## config.mk

```make
export PLATFORM = sky130hd
export DESIGN_NAME = multistep_ro
export DESIGN_NICKNAME = d
export VERILOG_FILES = /design/src/rtl/multistep_ro.sv
export SDC_FILE = /design/constraint.sdc
export NUM_CORES = 1
export LEC_CHECK = 0
export CORE_ASPECT_RATIO = 0.75
export CORE_MARGIN = 3
export CORE_UTILIZATION = 60
export CTS_CLUSTER_SIZE = 40
export DETAILED_ROUTE_END_ITERATION = 7
export HOLD_SLACK_MARGIN = 0.03
export PLACE_DENSITY = 0.86
export SYNTH_ARGS = -nofsm -noshare
export SYNTH_HDL_FRONTEND = slang
export SYNTH_SLANG_ARGS = --single-unit
```

## constraint.sdc

```tcl
create_clock -name clk -period 7 [get_ports clk]
set_input_delay 2.1 -clock clk [delete_from_list [all_inputs] [get_ports clk]]
set_output_delay 2.1 -clock clk [all_outputs]
set_load 0.05 [all_outputs]
```

## src/rtl/multistep_ro.sv

```systemverilog
// multistep_ro: two-step (coarse/fine) time-to-digital converter.
// The fine step is a 2*NSTAGE-phase Johnson ring that advances every clk.
// The coarse step counts completed ring laps.
// The start and stop paths have equal synchroniser latency, so that latency
// cancels out of the result.
// Optional feature: define MULTISTEP_RO_OVF_EN to add the 'ovf' saturation flag.
module multistep_ro #(
  parameter int SYNC_STAGES = 2,
  parameter int NSTAGE      = 3,
  parameter int W           = 6
) (
  input  logic         clk,
  input  logic         rst_n,
  input  logic         start,
  input  logic         stop,
  output logic [W-1:0] A,
  output logic         valid
`ifdef MULTISTEP_RO_OVF_EN
  ,
  output logic         ovf
`endif
);

  localparam int PHASES = 2 * NSTAGE;
  localparam int TW     = W + 8;
  localparam logic [TW-1:0] MAX_COUNT = TW'((1 << W) - 1);
  localparam logic [NSTAGE-1:0] RING_LAST = {{(NSTAGE-1){1'b0}}, 1'b1};

  typedef enum logic [1:0] {
    IDLE = 2'd0,
    RUN  = 2'd1,
    DONE = 2'd2
  } state_t;

  // Johnson ring pattern to phase index 0..PHASES-1
  function automatic logic [TW-1:0] phase_decode(input logic [NSTAGE-1:0] ring);
    logic [TW-1:0] ones;
    ones = {TW{1'b0}};
    for (int i = 0; i < NSTAGE; i++) begin
      ones = ones + TW'(ring[i]);
    end
    if (ring[NSTAGE-1]) begin
      return ones;
    end else if (ones == {TW{1'b0}}) begin
      return {TW{1'b0}};
    end else begin
      return TW'(PHASES) - ones;
    end
  endfunction

  logic [SYNC_STAGES-1:0] start_sync_r;
  logic [SYNC_STAGES-1:0] stop_sync_r;
  logic                   start_prev_r;
  logic                   stop_prev_r;
  logic                   start_now_s;
  logic                   stop_now_s;
  logic                   start_edge_s;
  logic                   stop_edge_s;

  state_t                 state_r;
  state_t                 state_s;
  logic [NSTAGE-1:0]      ring_r;
  logic [NSTAGE-1:0]      ring_s;
  logic [TW-1:0]          coarse_r;
  logic [TW-1:0]          coarse_s;
  logic [W-1:0]           a_r;
  logic [W-1:0]           a_s;
  logic                   valid_r;
  logic                   valid_s;
  logic [TW-1:0]          total_s;
`ifdef MULTISTEP_RO_OVF_EN
  logic                   ovf_r;
  logic                   ovf_s;
`endif

  assign start_now_s  = start_sync_r[SYNC_STAGES-1];
  assign stop_now_s   = stop_sync_r[SYNC_STAGES-1];
  assign start_edge_s = start_now_s & ~start_prev_r;
  assign stop_edge_s  = stop_now_s & ~stop_prev_r;
  assign total_s      = (coarse_r * TW'(PHASES)) + phase_decode(ring_r);

  // Synchronise the asynchronous start/stop levels and keep their previous value for edge detection
  always_ff @(posedge clk) begin
    if (!rst_n) begin
      start_sync_r <= {SYNC_STAGES{1'b0}};
      stop_sync_r  <= {SYNC_STAGES{1'b0}};
      start_prev_r <= 1'b0;
      stop_prev_r  <= 1'b0;
    end else begin
      start_sync_r <= {start_sync_r[SYNC_STAGES-2:0], start};
      stop_sync_r  <= {stop_sync_r[SYNC_STAGES-2:0], stop};
      start_prev_r <= start_now_s;
      stop_prev_r  <= stop_now_s;
    end
  end

  // State, ring, lap counter and result registers
  always_ff @(posedge clk) begin
    if (!rst_n) begin
      state_r  <= IDLE;
      ring_r   <= {NSTAGE{1'b0}};
      coarse_r <= {TW{1'b0}};
      a_r      <= {W{1'b0}};
      valid_r  <= 1'b0;
`ifdef MULTISTEP_RO_OVF_EN
      ovf_r    <= 1'b0;
`endif
    end else begin
      state_r  <= state_s;
      ring_r   <= ring_s;
      coarse_r <= coarse_s;
      a_r      <= a_s;
      valid_r  <= valid_s;
`ifdef MULTISTEP_RO_OVF_EN
      ovf_r    <= ovf_s;
`endif
    end
  end

  // Next-state logic: arm on start, advance ring/laps while running, latch result on stop
  always_comb begin
    state_s  = state_r;
    ring_s   = ring_r;
    coarse_s = coarse_r;
    a_s      = a_r;
    valid_s  = valid_r;
`ifdef MULTISTEP_RO_OVF_EN
    ovf_s    = ovf_r;
`endif
    case (state_r)
      IDLE: begin
        if (start_edge_s) begin
          ring_s   = {NSTAGE{1'b0}};
          coarse_s = {TW{1'b0}};
          if (stop_edge_s) begin
            // Coincident edges: zero-length interval
            state_s = DONE;
            a_s     = {W{1'b0}};
            valid_s = 1'b1;
`ifdef MULTISTEP_RO_OVF_EN
            ovf_s   = 1'b0;
`endif
          end else begin
            state_s = RUN;
          end
        end else begin
          state_s = IDLE;
        end
      end
      RUN: begin
        if (stop_edge_s) begin
          // The stop-edge cycle itself is counted, hence total+1
          state_s = DONE;
          valid_s = 1'b1;
          if (total_s == MAX_COUNT) begin
            a_s   = W'(MAX_COUNT);
`ifdef MULTISTEP_RO_OVF_EN
            ovf_s = 1'b1;
`endif
          end else begin
            a_s   = W'(total_s + {{(TW-1){1'b0}}, 1'b1});
`ifdef MULTISTEP_RO_OVF_EN
            ovf_s = 1'b0;
`endif
          end
        end else if (total_s != MAX_COUNT) begin
          state_s = RUN;
          ring_s  = {~ring_r[0], ring_r[NSTAGE-1:1]};
          if (ring_r == RING_LAST) begin
            coarse_s = coarse_r + {{(TW-1){1'b0}}, 1'b1};
          end else begin
            coarse_s = coarse_r;
          end
        end else begin
          // Saturated: counting frozen until stop arrives
          state_s = RUN;
        end
      end
      DONE: begin
        if (!start_now_s && !stop_now_s) begin
          state_s = IDLE;
          valid_s = 1'b0;
`ifdef MULTISTEP_RO_OVF_EN
          ovf_s   = 1'b0;
`endif
        end else begin
          state_s = DONE;
        end
      end
      default: begin
        state_s = IDLE;
        valid_s = 1'b0;
`ifdef MULTISTEP_RO_OVF_EN
        ovf_s   = 1'b0;
`endif
      end
    endcase
  end

  assign A     = a_r;
  assign valid = valid_r;
`ifdef MULTISTEP_RO_OVF_EN
  assign ovf   = ovf_r;
`endif

endmodule

```

==> summary.md <==
| Metric | Value |
|---|---|
| PortBufs | 10 |
| CTS Sinks | 31 |
| Synth Register Bits | 31 |
| Aggregate negative setup slack | 0 ps |
| Leak Pwr | 1.087 nW |
| Reg2reg start | ring_r[2] |
| CP Max Fanout | 17 |
| TritonCTS clock tree | built |
| Starting DRC count in detailed routing | 267 |
| Crit path DAT | 4900 ps |
| Rows | 19 |
| Synth Area per Inst | 8.405 sq um |
| CTS Buf Count | 5 |
| Layout Nets | 319 |
| Req. time, crit path | 7210 ps |
| Peak supply drop | 0.1816 mV |
| GR Overflow Total | 0 |
| Dominant cell by count in the synthesized netlist | dfxtp_1 |
| GPL Wtd Cong | 0.9695 |
| Sequential area share after synthesis | 0.2511 |
| Vias in the first global route | 1,935 |
| Largest net degree at the start of global routing | 25 |
| # setup viols final | 0 |
| Total track usage | 0.2484 |
| Worst-path clk slew | 60 ps |
| Mapped Area | 0.002471 sq mm |
| Placed inst area | 0.002544 sq mm |
| Root buffer cell | clkbuf_8 |
| Startpoint types | flip-flop |
| Worst hold path stage count | 1 |
| Core ar. | 0.003804 sq mm |
| MaxCap Viol Count | 0 |
| Max Fclk | 213.4 MHz |
| Hold buffers post-CTS | 0 |
| Max Slew Vio Count | 0 |
| Library cells used by synthesis | 54 |
| Vias | 2,327 |
| DRC viols | 0 |
| Synth top area cells | dfxtp_1, ha_1, a41o_1, a21oi_1, a32o_1 |
| Post-DP HPWL | 4247 um |
| Largest area contributor in the synthesized netlist | dfxtp_1 |
| Tmin final | 4686 ps |
| H-tree levels | 2 |
| Layout cells sized above 1 | 0.07744 |
| Power per cell area | 142.5 mW/mm^2 |
| Yosys warns | 0 |
| Flop-to-flop setup slack | 2310 ps |
| Starting density of the core | 0.6497 |
| Area delta synth->final | 7.696% |
| Dpl cells | 341 |
| Initial antenna violation count | 0 |
| Final worst path period share | 0.6694 |
| Min-Delay Endpoint | start_sync_r[1] |
| Async set-reset flop share out of synthesis | 0 |
| Number of inserted diodes | 0 |
| Fin cells | 349 |
| DRT Pass-1 Iters | 5 |
| Antenna-violating nets left | 0 |
| Fin area | 0.002661 sq mm |
| Run status | finished, final reports clean |
| Post-synth top area share | 0.2511 |
| Die Wd | 80.11 um |
| Slew headroom | 0.4581 |
| Global-route wire length before repair | 9432 um |
| Syn Nets | 317 |
| Post-cts sizing count | 0 |
| Clock Tree Buf Depth | 2 |
| Post-synth top cells | dfxtp_1, nand2_1, nor2_1, a21oi_1, nand3_1 |
| Insertion delay to the later sink of the worst-skew pair | 280 ps |
| Final Hold Viols | 0 |
| Worst Tran Pin Value | 809.8 ps |
| Min-delay worst type | reg -> reg |
| Hold Startpoint | start_sync_r[0] |
| RSZ-0062 raised after global routing | no |
| Die area | 0.004932 sq mm |
| Critical Path Sink Type | flip-flop |
| Post-synth EDFFs | 0 |
| Total wire length | 5897 um |
| IO Pins | 11 |
| Setup Fix Bufs, Post-CTS | 0 |
| Vias/cell | 6.668 |
| Worst flop-to-flop path endpoint | coarse_r[1] |
| Final Skew | 1.874 ps |
| Die H | 61.58 um |
| Mean routed wirelength per cell | 16.90 um |
| R2r worst-path depth | 14 |
| Mapped Cells | 294 |
| Main synth FF type | dfxtp_1 |
| Crit Path Class | reg -> reg |
worst max-delay path, cell delays in order, from the launching register on:
cell and delay, ps:
dfxtp_1 450, inv_1 110, fa_1 510, inv_1 80, ha_1 270, nor2b_1 190
inv_1 90, fa_1 480, xnor2_1 190, nor3b_1 420, nand2_1 130, a2111oi_2 530
nand4_4 360, nand2b_1 530, mux2i_1 240
area by class of cell:
cell class                 count  area, sq um
multi-input combinational    232         1698
fill                         311         1142
sequential                    31        620.6
timing repair buffer          10        100.1
clock buffer                   6        82.58
tap                           52        65.06
inverter                      16        60.06
clock inverter                 2        35.03
metal layers:
metal	wire, um	vias up	GRT usage
met5	0	-	0
met1	2875	1126	0.3733
li1	-	1110	-
met3	408	9	0.07602
met4	44	0	0.03133
met2	2568	82	0.3573
layout by cell type (no fill, tap or decap), types with 3 or more instances in the layout:
master	instances
inv_1	16
fa_1	3
nand2b_1	4
ha_1	16
xnor2_1	10
and2_1	11
nand4_1	5
nor4_1	12
nor2_1	19
a21oi_1	18
nor2b_1	6
o21ai_0	10
clkdlybuf4s50_1	10
xor2_1	7
nand2_1	23
a32o_1	9
a21o_1	4
clkbuf_8	6
nand3_1	18
dfxtp_1	31
a41o_1	10
a221oi_1	3
per-stage QoR:
step	utilization	hold WS, ps	setup WS (ps)	power [mW]
floorplan	-	411.9	3199	0.1950
global placement	0.6688	414.1	2592	0.1997
detailed placement	0.6688	418.1	2412	0.2000
CTS	0.6997	436.4	2373	0.3800
global route	0.6997	452.4	2006	0.3887
finish	0.6997	435.5	2314	0.3792
power by group:
part           leakage (nW)  internal [mW]  total [mW]  switching (mW)
logic                 0.775        0.00539      0.0165          0.0111
registers             0.251          0.178       0.180         0.00169
clock network        0.0612          0.115       0.183          0.0675
total                  1.09          0.299       0.379          0.0803
registers in the layout, summed over array words and instances (netlist names):
name,cells
stop_sync_r,2
ring_r,3
coarse_r,13
valid,1
A,6
state_r,2
start_sync_r,2
stop_prev_r,1
start_prev_r,1
worst max path at each step:
stage / slack, ps / end / startpoint
3_3_place_gp: 2590 / coarse_r[6] / rst_n
6_report: 2310 / coarse_r[1] / ring_r[2]
5_1_grt: 2010 / coarse_r[1] / ring_r[2]
4_1_cts: 2370 / coarse_r[1] / ring_r[0]
3_5_place_dp: 2410 / coarse_r[1] / ring_r[2]
2_1_floorplan: 3200 / coarse_r[12] / ring_r[0]
cell families (layout without fill, tap and decap cells):
| family | after synthesis | count (layout) | synth area share |
|---|---|---|---|
| compound gates | 80 | 80 | 0.2562 |
| xor+xnor | 17 | 17 | 0.06025 |
| fa+ha+maj | 19 | 19 | 0.1053 |
| buf+inv | 31 | 34 | 0.06177 |
| flops | 31 | 31 | 0.2511 |
| mux | 4 | 4 | 0.01721 |
| simple gates | 112 | 112 | 0.2481 |
Note: power is estimated with default switching activity, not from simulation.
